`src/rtl/tlb_op_sequencer.sv`:
```
// TLB operation sequencer: runs TLBP/TLBR/TLBWI/TLBWR against a synchronous
// TLB array from the MEM stage, stalls the pipeline meanwhile, and hands the
// results plus a one-cycle commit strobe to CP0.
module tlb_op_sequencer #(
  parameter int unsigned TLB_LINE_NUM    = 32,
  parameter int unsigned PROBE_PER_CYCLE = 8,
  parameter int unsigned IDX_W           = 5
) (
  input  logic                       clk,
  input  logic                       rst,
  input  logic [3:0]                 op_req,
  input  logic                       flush_exception,
  input  logic [31:0]                cp0_index,
  input  logic [31:0]                cp0_random,
  output logic                       stall,
  output logic [IDX_W-1:0]           probe_grp,
  input  logic [PROBE_PER_CYCLE-1:0] probe_match,
  output logic [IDX_W-1:0]           rd_idx,
  input  logic [31:0]                rd_entry_hi,
  input  logic [31:0]                rd_page_mask,
  input  logic [31:0]                rd_entry_lo0,
  input  logic [31:0]                rd_entry_lo1,
  output logic                       tlb_we,
  output logic [IDX_W-1:0]           tlb_widx,
  output logic [3:0]                 tlb_commit,
  output logic [31:0]                index_out,
  output logic [31:0]                entry_hi_out,
  output logic [31:0]                page_mask_out,
  output logic [31:0]                entry_lo0_out,
  output logic [31:0]                entry_lo1_out
);

  localparam logic [IDX_W-1:0] GRP_STEP = IDX_W'(PROBE_PER_CYCLE);
  localparam logic [IDX_W-1:0] LAST_GRP = IDX_W'(TLB_LINE_NUM - PROBE_PER_CYCLE);

  localparam logic [2:0] S_IDLE    = 3'd0;
  localparam logic [2:0] S_P_CHECK = 3'd1;
  localparam logic [2:0] S_P_ISSUE = 3'd2;
  localparam logic [2:0] S_R_WAIT  = 3'd3;
  localparam logic [2:0] S_WRITE   = 3'd4;
  localparam logic [2:0] S_DONE    = 3'd5;

  logic [2:0]       state_q, state_d;
  logic [3:0]       op_q, op_d;
  logic [IDX_W-1:0] grp_q, grp_d;
  logic [IDX_W-1:0] rd_idx_q, rd_idx_d;
  logic [IDX_W-1:0] widx_q, widx_d;
  logic [31:0]      index_q, index_d;
  logic [31:0]      ehi_q, ehi_d;
  logic [31:0]      pm_q, pm_d;
  logic [31:0]      lo0_q, lo0_d;
  logic [31:0]      lo1_q, lo1_d;

  logic [3:0]       op_sel;
  logic             busy;
  logic             start;
  logic             abort;
  logic             hit;
  logic [IDX_W-1:0] hit_pos;

  // Only the low IDX_W bits of Index/Random address the array.
  logic unused_bits;
  assign unused_bits = ^{cp0_index[31:IDX_W], cp0_random[31:IDX_W]};

  // Fixed-priority pick of one op: tlbp > tlbr > tlbwi > tlbwr.
  always_comb begin
    op_sel = 4'b0000;
    if (op_req[0])      op_sel = 4'b0001;
    else if (op_req[1]) op_sel = 4'b0010;
    else if (op_req[2]) op_sel = 4'b0100;
    else if (op_req[3]) op_sel = 4'b1000;
  end

  assign busy  = (state_q == S_P_CHECK) || (state_q == S_P_ISSUE) ||
                 (state_q == S_R_WAIT)  || (state_q == S_WRITE);
  assign start = (state_q == S_IDLE) && (op_req != 4'b0000) && !flush_exception;
  assign abort = busy && flush_exception;

  // Lowest matching entry within the current probe group.
  always_comb begin
    hit     = 1'b0;
    hit_pos = '0;
    for (int i = 0; i < int'(PROBE_PER_CYCLE); i++) begin
      if (probe_match[i] && !hit) begin
        hit     = 1'b1;
        hit_pos = IDX_W'(i);
      end
    end
  end

  // Next-state and result-capture logic.
  always_comb begin
    state_d  = state_q;
    op_d     = op_q;
    grp_d    = grp_q;
    rd_idx_d = rd_idx_q;
    widx_d   = widx_q;
    index_d  = index_q;
    ehi_d    = ehi_q;
    pm_d     = pm_q;
    lo0_d    = lo0_q;
    lo1_d    = lo1_q;
    if (abort) begin
      // Flushed op leaves results untouched and never commits.
      state_d = S_IDLE;
      grp_d   = '0;
    end else begin
      case (state_q)
        S_IDLE: begin
          if (start) begin
            op_d = op_sel;
            if (op_sel[0]) begin
              grp_d   = '0;
              state_d = S_P_CHECK;
            end else if (op_sel[1]) begin
              rd_idx_d = cp0_index[IDX_W-1:0];
              state_d  = S_R_WAIT;
            end else begin
              widx_d  = op_sel[2] ? cp0_index[IDX_W-1:0] : cp0_random[IDX_W-1:0];
              state_d = S_WRITE;
            end
          end
        end
        S_P_CHECK: begin
          // probe_grp advances while leaving P_CHECK so the array sees the
          // next group during P_ISSUE and answers in the following P_CHECK.
          if (hit) begin
            index_d = 32'(grp_q + hit_pos);
            grp_d   = '0;
            state_d = S_DONE;
          end else if (grp_q == LAST_GRP) begin
            index_d = 32'h8000_0000 | 32'(cp0_index[IDX_W-1:0]);
            grp_d   = '0;
            state_d = S_DONE;
          end else begin
            grp_d   = grp_q + GRP_STEP;
            state_d = S_P_ISSUE;
          end
        end
        S_P_ISSUE: state_d = S_P_CHECK;
        S_R_WAIT: begin
          ehi_d   = rd_entry_hi;
          pm_d    = rd_page_mask;
          lo0_d   = rd_entry_lo0;
          lo1_d   = rd_entry_lo1;
          state_d = S_DONE;
        end
        S_WRITE: state_d = S_DONE;
        S_DONE:  state_d = S_IDLE;
        default: state_d = S_IDLE;
      endcase
    end
  end

  // State and result registers with synchronous reset.
  always_ff @(posedge clk) begin
    if (rst) begin
      state_q  <= S_IDLE;
      op_q     <= 4'b0000;
      grp_q    <= '0;
      rd_idx_q <= '0;
      widx_q   <= '0;
      index_q  <= '0;
      ehi_q    <= '0;
      pm_q     <= '0;
      lo0_q    <= '0;
      lo1_q    <= '0;
    end else begin
      state_q  <= state_d;
      op_q     <= op_d;
      grp_q    <= grp_d;
      rd_idx_q <= rd_idx_d;
      widx_q   <= widx_d;
      index_q  <= index_d;
      ehi_q    <= ehi_d;
      pm_q     <= pm_d;
      lo0_q    <= lo0_d;
      lo1_q    <= lo1_d;
    end
  end

  // Read index goes out in the request cycle so data is back in R_WAIT.
  assign rd_idx = (start && op_sel[1]) ? cp0_index[IDX_W-1:0] : rd_idx_q;

  assign stall         = start || busy;
  assign probe_grp     = grp_q;
  assign tlb_we        = (state_q == S_WRITE) && !flush_exception && !rst;
  assign tlb_widx      = widx_q;
  assign tlb_commit    = ((state_q == S_DONE) && !rst) ? op_q : 4'b0000;
  assign index_out     = index_q;
  assign entry_hi_out  = ehi_q;
  assign page_mask_out = pm_q;
  assign entry_lo0_out = lo0_q;
  assign entry_lo1_out = lo1_q;

endmodule

```
`config.mk`:
```
export PLATFORM = sky130hd
export DESIGN_NAME = tlb_op_sequencer
export DESIGN_NICKNAME = d
export VERILOG_FILES = /design/src/rtl/tlb_op_sequencer.sv
export SDC_FILE = /design/constraint.sdc
export NUM_CORES = 1
export LEC_CHECK = 0
export CAP_MARGIN = 20
export CORE_AREA = 2 2 150 152
export DETAILED_ROUTE_END_ITERATION = 16
export DIE_AREA = 0 0 152 154
export GPL_TIMING_DRIVEN = 1
export PLACE_DENSITY = 0.64
export SLEW_MARGIN = 10
export SYNTH_ARGS = -nofsm -noshare
export SYNTH_HDL_FRONTEND = slang
export SYNTH_SLANG_ARGS = --single-unit
```
`constraint.sdc`:
```
create_clock -name clk -period 4 [get_ports clk]
set_clock_uncertainty 0.1 [all_clocks]
set_input_delay 0.8 -clock clk [delete_from_list [all_inputs] [get_ports clk]]
set_output_delay 0.8 -clock clk [all_outputs]
set_load 0.01 [all_outputs]
```
==> metrics.yaml, run 1 <==
clock_network:
  cts_buffers: 17
  insertion_delay_ns: 0.40
  htree_levels: 4
  clkTransAtPathRegs_ns: 0.07
  cts_root_buf: "clkbuf_16"
  cts.sinks: 154
  cts_resized: 0
  clockBufferDepth: 2
  cts_tree: "done"
  cts_setup_buffers: 0
  cts_hold_buf: 0
floorplanning:
  pin_count: 388
  die_x_microns: 152
  initial_core_util_pct: 27.05
  fp.dieH_microns: 154
  fp.dieArea_sq_mm: 0.02341
  core-area_sq_mm: 0.02169
  num_rows: 54
grt:
  grt_max_degree: 87
  grt_pass1_vias: 5326
  grt_overflow: 0
  grtUsageTotal_pct: 15.22
  grt_antenna_before_repair: 0
  grt_first_pass_wirelength_mm: 28.98
place:
  post-dp-hpwl_mm: 13.01
  dp_slack_ns: 0.4664
  gp_congestion: 0.7578
  portBuffers: 305
sta:
  timing.max_slew.rel_slack_pct: 35.35
  setup-violations-final: 0
  timing.setup.tns_ns: 0
  hold_viol: 0
  fin_ws_ns: 0.4764
  fmax_mhz: 283.8
  period_share_pct: 88.09
  rsz0062_at_grt: "no"
  finalCriticalPeriod_ns: 3.524
  tightest_slew_ns: 0.9697
  slew_viol_final: 0
routing:
  wl_per_cell_microns: 14.25
  wl_mm: 18.64
  first_pass_iters: 4
  vias: 5818
  drt_iter0_drc: 248
  via_per_inst: 4.448
  drc_errors: 0
  ant_nets: 0
power:
  power_frac_seq_pct: 45.4
  peakVddDrop_mv: 0.2246
  power_switching_w: 0.0008151
  power_density_mw_per_mm2: 355.4
  internal_power_w: 0.002608
  swShare_pct: 23.81
  leakage_nw: 3.232
  clkPwrFrac_pct: 46.3
  pwr-share-comb_pct: 8.3
synthesis:
  yosysTopAreaCellShare_pct: 52.56
  synthMuxAreaShare_pct: 1.813
  yosysMostFrequentCell: "nand2_1"
  synth-simple-area-share_pct: 23.08
  yosys.area.top_type: "dfxtp_1"
  async_reset_ff_share_pct: 0
  synthXorXnorAreaFrac_pct: 0
  yosysWarnings: 0
  netlist_instances: 735
  synthAdderAreaFrac_pct: 0.2133
  syn-cell-area_sq_mm: 0.005866
  ys_seq_elements: 154
  synth.area.top_cells: "dfxtp_1, nand2_1, a21oi_1"
  synth_compound_area_share_pct: 15.08
  ys_types: 45
  postSynthAreaPerCell_sq_um: 7.980
  synth_ff_type: "dfxtp_1"
  synth_commonest_cells: "nand2_1, dfxtp_1, a21oi_1"
  synth_top_family_by_area: "simple AND/OR/NAND/NOR gates"
  yosysSeqAreaShare_pct: 52.56
  synth_edf_count: 0
critical_path:
  crit_type: "input port to primary output"
  crit_fanout: 6
  cp-start-kind: "input port"
  crit_path_end_kind: "primary output"
  worstPathRequired_ns: 3.10
  cp_data_arrival_time_ns: 2.62
finish:
  multiInputGateArea_sq_mm: 0.002470
  n_antenna_cell: 0
  final_nets: 1223
  final_layout_size_suffix_gt1_share_pct: 5.156
  n_fill_cell: 2142
  syn_to_final_growth_pct: 64.23
  seq_area_sq_mm: 0.003083
min_path:
  min_path_type: "flop to flop"
run_status:
  run_status: "complete, no violations"
flow_run:
  max_cap_viol_count: 0
[layout make-up]
| type | count | share of cell area, % |
|---|---|---|
| clock inverter | 14 | 1.416 |
| timing repair buffer | 315 | 32.71 |
| tap | 280 | 3.637 |
| multi-input combinational | 526 | 25.64 |
| clock buffer | 18 | 4.559 |
| sequential | 154 | 32.00 |
| inverter | 1 | 0.03897 |
[layer usage]
| metal | up-vias | global-route usage [%] | share of wire, % |
|---|---|---|---|
| met5 | - | 0 | 0 |
| met3 | 14 | 5.665 | 7.8 |
| met2 | 223 | 24.69 | 48 |
| met4 | 0 | 4.539 | 1.4 |
| met1 | 2660 | 18.91 | 43 |
| li1 | 2921 | - | - |
[power by group through the flow]
stage               Sequential [W]  Combinational (W)  Clock, W
detailed placement         0.00159           0.000283         0
CTS                        0.00155           0.000285   0.00165
floorplan                  0.00159           0.000106         0
finish                     0.00155           0.000283   0.00159
global placement           0.00159           0.000283         0
global route               0.00156           0.000305   0.00172
[critical path, stage by stage]
cell and delay [ns]:
clkdlybuf4s50_1 0.43, nor4_2 0.18, nand3b_1 0.32, mux2_2 0.33, clkdlybuf4s50_1 0.55
[cells in the final DEF (no fill, tap or decap), types with 3 or more instances in the layout]
cell type and n:
clkdlybuf4s50_1 304, nand2_1 262, dfxtp_1 154, a21oi_1 134, conb_1 28, clkbuf_16 17, nor2_1 14, nor2b_1 9
buf_4 9, o21ai_0 7, a211oi_1 7, and2_1 5, mux2_2 5, nor3_1 5, mux2i_1 5, clkinvlp_4 5
a31oi_1 4, nand3_1 4, inv_6 4, nand2b_1 3, nand3b_1 3, nor4_1 3, nand4_1 3
[cell families (layout without fill, tap and decap cells)]
kind of cell | after synthesis | after routing
mux | 10 | 10
flops | 154 | 154
compound gates | 164 | 164
fa+ha+maj | 1 | 1
buf+inv | 82 | 348
other cells | 1 | 28
simple gates | 323 | 323
[through the flow]
step	cells	cell area, sq um	utilization [%]	power (W)	hold slack, ns
5_1_grt	1308	9633	44.42	0.003576	0.3654
2_1_floorplan	762	5967	-	0.001693	0.3317
4_1_cts	1308	9633	44.42	0.003491	0.3551
3_5_place_dp	1276	9057	41.76	0.001872	0.3459
6_report	1308	9633	44.42	0.003423	0.3519
3_3_place_gp	1276	9057	41.76	0.001872	0.3401
[flip-flops by register name (all words and copies together), names as in the netlist]
signal         flops
entry_hi_out      32
entry_lo0_out     32
probe_grp          2
state_q            3
op_q               4
rd_idx_q           5
page_mask_out     32
index_out          7
tlb_widx           5
entry_lo1_out     32
[worst paths after layout]
path	from	endpoint	slack [ns]	cells after the start
hold / removal	entry_lo0_out[12]	entry_lo0_out[12]	0.35	2
setup reg to reg	state_q[1]	entry_lo0_out[9]	1.87	5
hold reg to reg	entry_lo0_out[12]	entry_lo0_out[12]	0.35	2
setup / recovery	flush_exception	rd_idx[3]	0.48	5
(Power assumes the default switching activity.)
==> run 2: changes to the inputs <==
Settings changed: CORE_AREA 2 2 150 152 to 2 2 149 151, CTS_CLUSTER_DIAMETER set to 120, DIE_AREA 0 0 152 154 to 0 0 151 153, GPL_ROUTABILITY_DRIVEN set to 1, PLACE_DENSITY 0.64 to 0.67.
Clock period 4 ns to 3 ns, I/O delays scaled along.
==> run 2 against run 1 <==
  * Count of clock-buffer cells in the layout grew 3
  * Global-route usage rose by 0.35 points
  * Cell area grew 1.5%
  * First-iteration DRC count is 19% lower
  * Routed wire length down 1.4%
  * Combinational power increased by 36%
  * Final cell count is 0.69% higher
  * Largest cell class unchanged
==> metrics.yaml, run 2 (same netlist as run 1, synthesis figures left out) <==
run_status:
  run_status: "complete, no violations"
place:
  post-dp-hpwl_mm: 13.02  # +0.13%
  gp_congestion: 0.7769  # +2.5%
  portBuffers: 305  # unchanged
  dp_slack_ns: -0.01632  # -0.4827 ns
sta:
  fmax_mhz: 353.8
  hold_viol: 0  # unchanged
  finalCriticalPeriod_ns: 2.826
  rsz0062_at_grt: "no"
  tightest_slew_ns: 1.042  # +0.07274 ns
  period_share_pct: 94.21
  fin_ws_ns: 0.1737  # -0.3027 ns
  setup-violations-final: 0  # unchanged
  timing.setup.tns_ns: 0  # unchanged
  fin_hold_ws_ns: 0.3515  # -0.0004070 ns
  timing.max_slew.rel_slack_pct: 30.50  # -4.8 points
  slew_viol_final: 0  # unchanged
grt:
  grt_max_degree: 94  # +8.0%
  grt_pass1_vias: 5456  # +2.4%
  grt_first_pass_wirelength_mm: 28.42  # -1.9%
  grt_antenna_before_repair: 0  # unchanged
  grt_overflow: 0  # unchanged
  grtUsageTotal_pct: 15.57  # +0.35 points
critical_path:
  crit_slowest_cell: "clkdlybuf4s50_1"
  cp-start-kind: "input port"
  max_stage_delay_ns: 0.45  # -0.10 ns
  crit_path_end_kind: "primary output"
  worstPathRequired_ns: 2.30  # -0.80 ns
  crit_fanout: 6  # unchanged
  cp_data_arrival_time_ns: 2.13  # -0.49 ns
  crit_chain: "clkdlybuf4s50_1, nor4_2, nand3b_1, buf_4, mux2_2, dlygate4sd2_1"
  crit_type: "input port to primary output"
flow_run:
  max_cap_viol_count: 0  # unchanged
clock_network:
  cts_tree: "done"
  cts_root_buf: "clkbuf_16"
  cts_setup_buffers: 0  # unchanged
  cts.sinks: 154  # unchanged
  insertion_delay_ns: 0.40  # about the same
  htree_levels: 4  # unchanged
  clkTransAtPathRegs_ns: 0.06  # about the same
  clockBufferDepth: 2  # unchanged
  cts_buffers: 17  # unchanged
routing:
  drt_iter0_drc: 201  # -19%
  drc_errors: 0  # unchanged
  first_pass_iters: 4  # unchanged
  ant_nets: 0  # unchanged
  wl_per_cell_microns: 13.96  # -2.1%
  via_per_inst: 4.420  # -0.63%
  wl_mm: 18.38  # -1.4%
  vias: 5821  # +0.052%
finish:
  layout_common_cells: "clkdlybuf4s50_1, nand2_1, dfxtp_1, a21oi_1, conb_1"
  final_layout_size_suffix_gt1_share_pct: 6.075  # +0.92 points
  syn_to_final_growth_pct: 66.68
  final_nets: 1232  # +0.74%
  n_antenna_cell: 0  # unchanged
  final_common_cell: "clkdlybuf4s50_1"
floorplanning:
  die_x_microns: 151  # -0.66%
  initial_core_util_pct: 27.30  # +0.26 points
  core-area_sq_mm: 0.02149  # -0.93%
  num_rows: 54  # unchanged
  fp.dieH_microns: 153  # -0.65%
  pin_count: 388  # unchanged
  fp.dieArea_sq_mm: 0.02310  # -1.3%
power:
  leakage_nw: 3.345  # +3.5%
  peakVddDrop_mv: 0.3261  # +45%
  total_power_w: 0.004722  # +38%
  power_density_mw_per_mm2: 483.0  # +36%
min_path:
  min_path_type: "flop to flop"
## run 2: cell count changes in the layout (fill, tap and decap cells not counted), moves of 2 or more
cell / before / now
buf_12: 2 / 4
buf_4: 9 / 16
bufinv_16: 1 / 3
clkbuf_8: 1 / 3
clkdlybuf4s50_1: 304 / 298
clkinvlp_4: 5 / 1
dlygate4sd2_1: 0 / 6
## run 2: cell type report
cell class	instances	area, sq um
Multi-Input combinational cell	526	2475
Sequential cell	154	3084
Inverter	1	3.754
Timing Repair Buffer	324	3236
Fill cell	2124	11710
Tap cell	280	350.3
Clock inverter	11	157.7
Clock buffer	21	470.5
## run 2: timing repair
item                       4_1_cts  5_1_grt
hold buffers                     0        0
gates resized for setup          7        1
setup endpoints to repair       10        4
## run 2: per-stage QoR
| stage | std cells | cell area [sq um] | utilization [%] |
|---|---|---|---|
| final | 1317 | 9777 | 45.50 |
| after global routing | 1317 | 9777 | 45.50 |
| after CTS | 1317 | 9776 | 45.50 |
| after detailed placement | 1285 | 9150 | 42.59 |
| after global placement | 1285 | 9150 | 42.59 |
| after floorplan | 762 | 5967 | - |
## run 2: metal layers
metal	GRT usage, %	vias to the layer above	part of all wire [%]
li1	-	2938	-
met1	18.43	2616	41
met2	25.39	239	47
met3	5.672	28	9.3
met4	6.453	0	2.5
met5	0	-	0
## run 2: path summary, 6_finish.rpt
check / slack (ns) / from / endpoint / cells past startpoint
setup / recovery: 0.17 / flush_exception / rd_idx[3] / 6
hold / removal: 0.35 / entry_lo0_out[16] / entry_lo0_out[16] / 2
setup reg to reg: 0.96 / state_q[1] / entry_lo0_out[30] / 5
hold reg to reg: 0.35 / entry_lo0_out[16] / entry_lo0_out[16] / 2
## run 2: where the power goes
| part | switching, W | leakage [nW] | internal [W] |
|---|---|---|---|
| combinational | 0.000147 | 1.80 | 0.000237 |
| sequential | 0.0000105 | 1.24 | 0.00206 |
| clock | 0.000874 | 0.307 | 0.00139 |
## run 2: worst max-delay path, delay by kind of cell
kind	cells	cell delay (ns)
muxes	1	0.28
and+or+nand+nor	2	0.33
buffers and inverters	3	0.92
